--- src/rtl/mc_maindec.sv ---
// Main control FSM for the multicycle MIPS datapath (Moore outputs, pcen also uses zero).
// Define MAINDEC_BNE_EN to add the BNEEX state (code 12) for op 000101.
module mc_maindec (
  input  logic       clk,
  input  logic       reset,
  input  logic [5:0] op,
  input  logic       zero,
  output logic       pcen,
  output logic       memwrite,
  output logic       irwrite,
  output logic       regwrite,
  output logic       alusrca,
  output logic [1:0] alusrcb,
  output logic       iord,
  output logic       memtoreg,
  output logic       regdst,
  output logic [1:0] pcsrc,
  output logic [1:0] aluop,
  output logic [3:0] state
);

  typedef enum logic [3:0] {
    S_FETCH   = 4'd0,
    S_DECODE  = 4'd1,
    S_MEMADR  = 4'd2,
    S_MEMRD   = 4'd3,
    S_MEMWB   = 4'd4,
    S_MEMWR   = 4'd5,
    S_RTYPEEX = 4'd6,
    S_RTYPEWB = 4'd7,
    S_BEQEX   = 4'd8,
    S_ADDIEX  = 4'd9,
    S_ADDIWB  = 4'd10,
    S_JEX     = 4'd11,
    S_BNEEX   = 4'd12
  } state_t;

  localparam logic [5:0] OP_LW    = 6'b100011;
  localparam logic [5:0] OP_SW    = 6'b101011;
  localparam logic [5:0] OP_RTYPE = 6'b000000;
  localparam logic [5:0] OP_BEQ   = 6'b000100;
  localparam logic [5:0] OP_ADDI  = 6'b001000;
  localparam logic [5:0] OP_J     = 6'b000010;
`ifdef MAINDEC_BNE_EN
  localparam logic [5:0] OP_BNE   = 6'b000101;
`endif

  state_t state_q, state_d;
  state_t dec_s;

  logic pcwrite_s, branch_s, bne_s;
  logic memwrite_s, irwrite_s, regwrite_s;

  always_ff @(posedge clk) begin
    if (reset) state_q <= S_FETCH;
    else       state_q <= state_d;
  end

  always_comb begin
    state_d = S_FETCH;
    case (state_q)
      S_FETCH:  state_d = S_DECODE;
      S_DECODE: begin
        case (op)
          OP_LW, OP_SW: state_d = S_MEMADR;
          OP_RTYPE:     state_d = S_RTYPEEX;
          OP_BEQ:       state_d = S_BEQEX;
          OP_ADDI:      state_d = S_ADDIEX;
          OP_J:         state_d = S_JEX;
`ifdef MAINDEC_BNE_EN
          OP_BNE:       state_d = S_BNEEX;
`endif
          default:      state_d = S_FETCH;
        endcase
      end
      // op is still the instruction's opcode here since irwrite only fires in FETCH
      S_MEMADR: begin
        if (op == OP_LW)      state_d = S_MEMRD;
        else if (op == OP_SW) state_d = S_MEMWR;
        else                  state_d = S_FETCH;
      end
      S_MEMRD:   state_d = S_MEMWB;
      S_RTYPEEX: state_d = S_RTYPEWB;
      S_ADDIEX:  state_d = S_ADDIWB;
      default:   state_d = S_FETCH;
    endcase
  end

  // During reset the selects show their FETCH values regardless of the stored state
  assign dec_s = reset ? S_FETCH : state_q;

  always_comb begin
    pcwrite_s  = 1'b0;
    branch_s   = 1'b0;
    bne_s      = 1'b0;
    memwrite_s = 1'b0;
    irwrite_s  = 1'b0;
    regwrite_s = 1'b0;
    alusrca    = 1'b0;
    alusrcb    = 2'b00;
    iord       = 1'b0;
    memtoreg   = 1'b0;
    regdst     = 1'b0;
    pcsrc      = 2'b00;
    aluop      = 2'b00;
    case (dec_s)
      S_FETCH: begin
        irwrite_s = 1'b1;
        pcwrite_s = 1'b1;
        alusrcb   = 2'b01;
      end
      S_DECODE: alusrcb = 2'b11;
      S_MEMADR: begin
        alusrca = 1'b1;
        alusrcb = 2'b10;
      end
      S_MEMRD: iord = 1'b1;
      S_MEMWB: begin
        regwrite_s = 1'b1;
        memtoreg   = 1'b1;
      end
      S_MEMWR: begin
        iord       = 1'b1;
        memwrite_s = 1'b1;
      end
      S_RTYPEEX: begin
        alusrca = 1'b1;
        aluop   = 2'b10;
      end
      S_RTYPEWB: begin
        regwrite_s = 1'b1;
        regdst     = 1'b1;
      end
      S_BEQEX: begin
        alusrca  = 1'b1;
        aluop    = 2'b01;
        pcsrc    = 2'b01;
        branch_s = 1'b1;
      end
      S_ADDIEX: begin
        alusrca = 1'b1;
        alusrcb = 2'b10;
      end
      S_ADDIWB: regwrite_s = 1'b1;
      S_JEX: begin
        pcwrite_s = 1'b1;
        pcsrc     = 2'b10;
      end
`ifdef MAINDEC_BNE_EN
      S_BNEEX: begin
        alusrca = 1'b1;
        aluop   = 2'b01;
        pcsrc   = 2'b01;
        bne_s   = 1'b1;
      end
`endif
      default: ;
    endcase
  end

  assign memwrite = memwrite_s & ~reset;
  assign irwrite  = irwrite_s  & ~reset;
  assign regwrite = regwrite_s & ~reset;

`ifdef MAINDEC_BNE_EN
  assign pcen = ~reset & (pcwrite_s | (branch_s & zero) | (bne_s & ~zero));
`else
  assign pcen = ~reset & (pcwrite_s | (branch_s & zero));
  logic unused_bne;
  assign unused_bne = bne_s;
`endif

  assign state = state_q;

endmodule

--- config.mk ---
export PLATFORM = sky130hd
export DESIGN_NAME = mc_maindec
export DESIGN_NICKNAME = d
export VERILOG_FILES = /design/src/rtl/mc_maindec.sv
export SDC_FILE = /design/constraint.sdc
export NUM_CORES = 1
export LEC_CHECK = 0
export BUFFER_PORTS_ARGS = -buffer_cell sky130_fd_sc_hd__buf_2
export CAP_MARGIN = 20
export CORE_MARGIN = 2
export CORE_UTILIZATION = 25
export CTS_CLUSTER_DIAMETER = 80
export CTS_CLUSTER_SIZE = 16
export DETAILED_ROUTE_END_ITERATION = 7
export SYNTH_ARGS = -nofsm -noshare
export SYNTH_HDL_FRONTEND = slang
export SYNTH_SLANG_ARGS = --single-unit
--- constraint.sdc ---
create_clock -name clk -period 1.3 [get_ports clk]
set_input_delay 0.195 -clock clk [delete_from_list [all_inputs] [get_ports clk]]
set_output_delay 0.195 -clock clk [all_outputs]
set_load 0.01 [all_outputs]
======== Word level (Yosys, flattened, before mapping) ========
Index checks and enable logic that the tools add are counted.
word-level totals
  flip-flop bits (word level) ............. 4
  input bits .............................. 9
  output and inout bits ................... 18
cells by class
  equal/unequal tests ..................... 21
  muxes and demuxes ....................... 17
  bitwise gates (word level) .............. 7
  reduce and logical (&&, ||, !) cells .... 9
operators with widths
  kind                                                 count
  one-hot mux 4 bit (6 select lines)                   1
  equality test 4 x 3 -> 1 bit, second input constant  5
  equality test 4 bit, second input constant           5
  one-hot mux 4 bit (5 select lines)                   1
  equality test 4 x 2 -> 1 bit, second input constant  4
  equality test 6 bit, second input constant           2
  two-way mux 1 bit                                    9
  equality test 4 x 1 -> 1 bit, second input constant  2
  zero test 4 bit                                      2
  one-hot mux 2 bit (2 select lines)                   2
  OR reduction 2 bit                                   4
  equality test 6 x 2 -> 1 bit, second input constant  1
  equality test 6 x 3 -> 1 bit, second input constant  1
  equality test 6 x 4 -> 1 bit, second input constant  1
  zero test 6 bit                                      1
  two-way mux 3 bit                                    2
  one-hot mux 2 bit (3 select lines)                   1
  bitwise AND 1 bit                                    5
  two-way mux 4 bit                                    1
  OR reduction 4 bit                                   1
  OR reduction 3 bit                                   1
  NOT 1 bit                                            1
  bitwise OR 1 bit                                     1

======== Logic depth before layout (Yosys ltp) ========
Gate-level depths: netlist (run 1).
  depth in word-level cells ............... 6
  gate-level depth with buffers ........... 5
  gate-level depth less buffers ........... 3

======== Worst setup path after synthesis (run 1) ========
Ideal clock, no wire load.
  path kind ............................... register -> output
  start point ............................. register state_q[2] (netlist: state[2])
  end point ............................... output pcsrc[0]
  data arrival time ....................... 1.275 ns
  required time ........................... 1.105 ns
  path slack .............................. -0.170 ns
  stages on the path, launching flop included .. 6
  path through ............................ dfxtp_1 > buf_2 > nor2_1 > nand2_1 > nor3_1 > buf_4
between the ends
  word-level cells in the longest chain between the ends .. 3
  elaborated cells between the ends (all ways) .. 4
  classes of those cells .................. eq/ne (2); mux (2)
ends and longest elaborated chain
  what                                  RTL line  source
  from (decl)                           48        state_t state_q, state_d;
  from (signal assigned)                56        else state_q <= state_d;
  two-way mux 4 bit *                   90        assign dec_s = reset ? S_FETCH : state_q;
  equality test 4 bit                   106       case (dec_s)
  one-hot mux 2 bit (2 select lines) *  106
  to (decl)                             17        output logic [1:0] pcsrc,
Every way passes the cells marked *; elsewhere a longest branch is shown, timed or not.

======== Final worst setup path (run 1) ========
  start point ............................. register state_q[3] (netlist: state[3])
  end point ............................... output alusrcb[1]
between the ends
  word-level cells in the longest chain between the ends .. 4
  elaborated cells between the ends (all ways) .. 7
  classes of those cells .................. eq/ne (3); mux (2); reduce/logical (2)
ends and longest elaborated chain
  what                                                                        RTL line  source
  two-way mux 4 bit *                                                         90
  equality test 4 bit / equality test 4 x 2 -> 1 bit (equally long branches)  106
  OR reduction 2 bit (no line)                                                --
  one-hot mux 2 bit (3 select lines) *                                        106
  to (decl)                                                                   13        output logic [1:0] alusrcb,
Marks and branches as above.

==> results of run 1 <==
cell type report:
type,instances,area [µm²]
clock buffers,3,22.5
fillers,183,832
inverters,2,17.5
multi-input cells,57,428
flip-flops and latches,4,90.1
well taps,25,31.3
repair buffers,44,305
kinds of logic after synthesis:
group                  Yosys count  synth area share
AO/OA/AOI/OAI                   17             0.257
flip-flops                       4             0.173
buffers and inverters            7            0.0811
AND/OR/NAND/NOR                 37             0.432
XOR/XNOR                         3            0.0568
layer usage:
| layer | vias to the layer above | track usage | share of wire |
|---|---|---|---|
| li1 | 333 | - | - |
| met3 | 4 | 0.0231 | 0.061 |
| met4 | 0 | 0.0667 | 0.022 |
| met1 | 306 | 0.187 | 0.43 |
| met2 | 30 | 0.238 | 0.48 |
| met5 | - | 0 | 0 |
synthesized netlist by cell type, types with 3 or more instances:
cell	number
nor3_1	9
dfxtp_1	4
nand2b_1	3
nand2_1	5
nor2_1	7
nand3_1	3
buf_2	3
a21oi_1	5
a21boi_1	3
per-stage QoR:
stage,TNS (ps),cells,hold slack (ps)
after floorplan,-4.43,68,368
after global placement,0,122,507
after detailed placement,0,122,515
after CTS,-897,128,338
after global routing,-1700,135,386
final,-789,135,355
path summary, 6_finish.rpt:
check | slack, ps | cells after the start | end | from
worst min-delay path | 360 | 4 | state[2] | reset
worst max-delay path | -150 | 6 | alusrcb[1] | state[3]
worst max register to register | 80 | 5 | state[1] | state[1]
worst min register to register | 550 | 3 | state[2] | state[3]
power groups by stage:
stage | logic (W) | clock network, W | registers (W)
4_1_cts | 0.000128 | 0.000155 | 0.000130
5_1_grt | 0.000166 | 0.000166 | 0.000129
2_1_floorplan | 0.0000624 | 0 | 0.000133
3_5_place_dp | 0.000117 | 0 | 0.000132
3_3_place_gp | 0.000117 | 0 | 0.000132
6_report | 0.000153 | 0.000148 | 0.000129
what timing repair did:
action | 4_1_cts | 5_1_grt
hold buffers | 0 | 0
resized for setup | 12 | 17
buffers inserted | 3 | 6
endpoints found under the setup margin | 14 | 14
gates cloned | 0 | 1
pin swaps | 4 | 5
worst register-to-register path, stage by stage, from the launching register on:
cell      delay [ps]
dfxtp_4          370
buf_8            140
buf_4            130
nor4b_2          270
o211ai_1         140
o221ai_1          80
==> out/qor.txt, run 1 <==
Final Skew = 4.40 ps
Final Setup Violations = 11
max FFs per register = 4
number of warnings issued by yosys = 0
placed inst area = 672 µm²
worst slew pin tran = 237 ps
routed vias = 673
crit-path max FO = 4
max-slew violation count = 0
relative slew slack = 0.840
Area growth syn-to-layout = 93.2%
Final Hold Viols = 0
slowest stage delay, CP = 350 ps
Post-Synthesis Net Count = 77
Detailed Place HPWL = 1100 µm
Lkg Pwr = 0.376 nW
Tcrit/Tclk final = 1.11
core area = 0.00173 mm²
Crit Path Class = reg2out
# port buffers = 26
Post-Place Setup Slack = 68.2 ps
design area = 895 µm²
most common cell after layout, fill and taps aside = buf_2
ys async rst share = 0
Sw Share = 0.304
VDD IR max = 0.266 mV
post-synthesis sequential area ratio = 0.173
Switching Power = 0.000131 W
Post-Syn Instances = 68
status = complete, but fails checks
DR DRC count = 0
Gate power share = 0.356
cell taking the most area after synthesis = dfxtp_1
Top FF cell, synth = dfxtp_1
TritonCTS buffer count = 3
Tot Pwr = 0.000430 W
PwrDens = 480 mW/mm²
Worst EP required = 1110 ps
Worst-path clk slew = 40 ps
Fmax achieved = 691 MHz
initial drt markers = 7
final wirelength = 1550 µm
Num Clock Sinks = 4
Yosys top cell area share = 0.173
Die X = 47.0 µm
clock buffer depth = 2
largest net degree at the start of global routing = 11
Die Height = 47.0 µm
Avg WL per Cell = 11.5 µm
Post-DRT Antenna Nets = 0
Setup crit end kind = output pin
CP Cell Sequence = inv_4 -> buf_4 -> buf_6 -> nand3_4 -> a21boi_1 -> buf_2
crit path DAT = 1250 ps
min cycle time layout = 1450 ps
initial antenna violation count = 0
RSZ-0062 raised after global routing = true
Layout Nets = 121
number of core rows = 15
grt ovf = 0
initial core utilization = 0.268
vias in the first global route = 526
Die Footprint = 0.00221 mm²
router iterations before antenna repair = 4
H-tree depth = 1
gpl congestion = 0.765
number of flops mapped to enable cells by yosys = 0
Max-Cap Viols = 0
Root Driver = clkbuf_4
post-synthesis register bit count = 4
commonest non-fill, non-tap cells in the layout = buf_2, buf_4, nor3_1
sequential share of power = 0.300
CP max-delay cell = dfxtp_4
crit path buf inv count = 4
CTS tree = done
synth top area cells = dfxtp_1, nor3_1, nor2_1, a21oi_1, a21boi_1
Yosys cell types = 29
I/O pin count = 27
number of diodes = 0
Syn Area/Cell = 6.81 µm²
average vias per placed instance = 4.99
Setup crit start kind = register
Int Pwr = 0.000299 W
first-pass GRT wire length = 2280 µm
failing checks = setup timing
Synth Cell Area = 463 µm²
HP Class = in2reg
worst-skew pair later-pin latency = 230 ps
clock share of power = 0.344
final core utilization = 0.518
gr usage total = 0.145
CP delay by family, top = buffers and inverters
share of layout cells above drive strength 1 = 0.645
Setup WS post-layout = -147 ps
(Power assumes the default switching activity.)
==> run 2: changes to the inputs <==
--- a/config.mk
+++ b/config.mk
@@ -8,7 +8,7 @@
 export BUFFER_PORTS_ARGS = -buffer_cell sky130_fd_sc_hd__buf_2
 export CAP_MARGIN = 20
 export CORE_MARGIN = 2
-export CORE_UTILIZATION = 25
+export CORE_UTILIZATION = 30
 export CTS_CLUSTER_DIAMETER = 80
 export CTS_CLUSTER_SIZE = 16
 export DETAILED_ROUTE_END_ITERATION = 7
==> run 2 against run 1 <==
The run still ends with setup timing left. Global-route usage grew 2.3 points. Via count fell by 4.5%. Worst hold slack worse by 39 ps. Critical path depth decreased by 3. Register-to-register slack is essentially flat. Worst setup slack worse by 38 ps. Clock power grew 9%. Final area shrank 11%. Cell count is 12% lower. Highest routed layer unchanged.
==> out/qor.txt, run 2 (synthesized netlist as in run 1, its figures left out) <==
RSZ-0062 raised after global routing = true
Crit Path Class = reg2out
I/O pin count = 27
failing checks = setup timing
Tot Pwr = 0.000433 W
Die X = 43.3 µm
grt ovf = 0
Detailed Place HPWL = 1120 µm
Fmax achieved = 673 MHz
largest net degree at the start of global routing = 13
Setup crit end kind = output pin
crit path launch = state[2]
GR peak layer = met2
met1 usage = 0.207
crit-path max FO = 12
CTS tree = done
Setup crit end = regwrite
relative slew slack = 0.823
Worst R2R Start = state[1]
initial core utilization = 0.315
Avg WL per Cell = 12.7 µm
Num Clock Sinks = 4
DR DRC count = 0
max FFs per register = 4
status = complete, but fails checks
RR Endpoint = state[0]
Setup WS post-layout = -185 ps
first-pass GRT wire length = 2440 µm
worst slew pin tran = 265 ps
Lkg Pwr = 0.334 nW
final core utilization = 0.540
gpl congestion = 0.859
Final Skew = 8.65 ps
number of diodes = 0
router iterations before antenna repair = 5
number of core rows = 14
r2r worst-path depth = 4
M3 GR Usage = 0.0128
final-layout fill cell count = 144
Worst EP required = 1110 ps
Layout Nets = 114
Root Driver = clkbuf_4
worst-skew pair later-pin latency = 240 ps
share of layout cells above drive strength 1 = 0.612
crit path DAT = 1290 ps
average vias per placed instance = 5.40
max-slew violation count = 0
core area = 0.00147 mm²
PwrDens = 545 mW/mm²
initial drt markers = 16
r2r setup slk = 70 ps
GR Util met2 = 0.287
Setup crit start kind = register
Post-DRT Antenna Nets = 0
HP Class = in2reg
Final Setup Violations = 14
Worst-path clk slew = 40 ps
final wirelength = 1510 µm
gr usage total = 0.169
Die Footprint = 0.00187 mm²
initial antenna violation count = 0
Max-Cap Viols = 0
vias in the first global route = 588
min cycle time layout = 1490 ps
clock buffer depth = 2
VDD IR max = 0.256 mV
# port buffers = 26
commonest non-fill, non-tap cells in the layout = buf_2, buf_4, nor3_1
routed vias = 643
H-tree depth = 1
most common cell after layout, fill and taps aside = buf_2
Tcrit/Tclk final = 1.14
Final Hold Viols = 0
HP Start = op[5]
Die Height = 43.3 µm
Area growth syn-to-layout = 71.6%
TritonCTS buffer count = 3
[run 2: changes by cell type in the layout (fill, tap and decap cells not counted), sizes merged]
| cell | change |
|---|---|
| buf | -6 |
| clkbuf | -1 |
[run 2: through the flow]
step / cells / instance area [µm²] / worst slack (ps) / TNS, ps / hold WS (ps)
2_1_floorplan: 68 / 484 / -4.43 / -4.43 / 368
3_3_place_gp: 113 / 661 / 60.9 / 0 / 529
3_5_place_dp: 113 / 661 / 57.9 / 0 / 539
4_1_cts: 119 / 729 / -164 / -1140 / 323
5_1_grt: 119 / 795 / -219 / -1870 / 353
6_report: 119 / 795 / -185 / -922 / 316
[run 2: final cells by class]
type,instances,area (µm²),share of cell area
inverters,2,15.0,0.0189
repair buffers,37,228,0.287
clock buffers,3,22.5,0.0283
flip-flops and latches,4,90.1,0.113
multi-input cells,57,419,0.528
well taps,16,20.0,0.0252
[run 2: power by group]
group	total, W	switching (W)	internal [W]
sequential	0.000129	0.00000450	0.000124
combinational	0.000143	0.0000776	0.0000656
clock	0.000161	0.0000574	0.000104
[run 2: worst max-delay path: stages (launching register included)]
cell     delay (ps)
dfxtp_2         390
or3_4           390
a21oi_2         130
buf_2           140
[run 2: how the worst min path moves through the flow]
stage	depth (start not counted)	end	slack (ps)
5_1_grt	4	state[3]	350
2_1_floorplan	3	state[2]	370
3_5_place_dp	2	state[3]	540
6_report	4	state[3]	320
4_1_cts	4	state[3]	320
3_3_place_gp	2	state[3]	530
[run 2: routing by layer]
| metal | vias to the layer above | wire length, µm |
|---|---|---|
| met5 | - | 0 |
| met4 | 0 | 20 |
| met2 | 26 | 787 |
| li1 | 319 | - |
| met3 | 4 | 70 |
| met1 | 294 | 631 |
[run 2: repair_timing]
item                                    in CTS  in global routing
hold buffers                                 0                  0
pin swaps                                    1                  3
endpoints found under the setup margin      14                 14
resized for setup                            7                 17
setup buffers                                3                  1
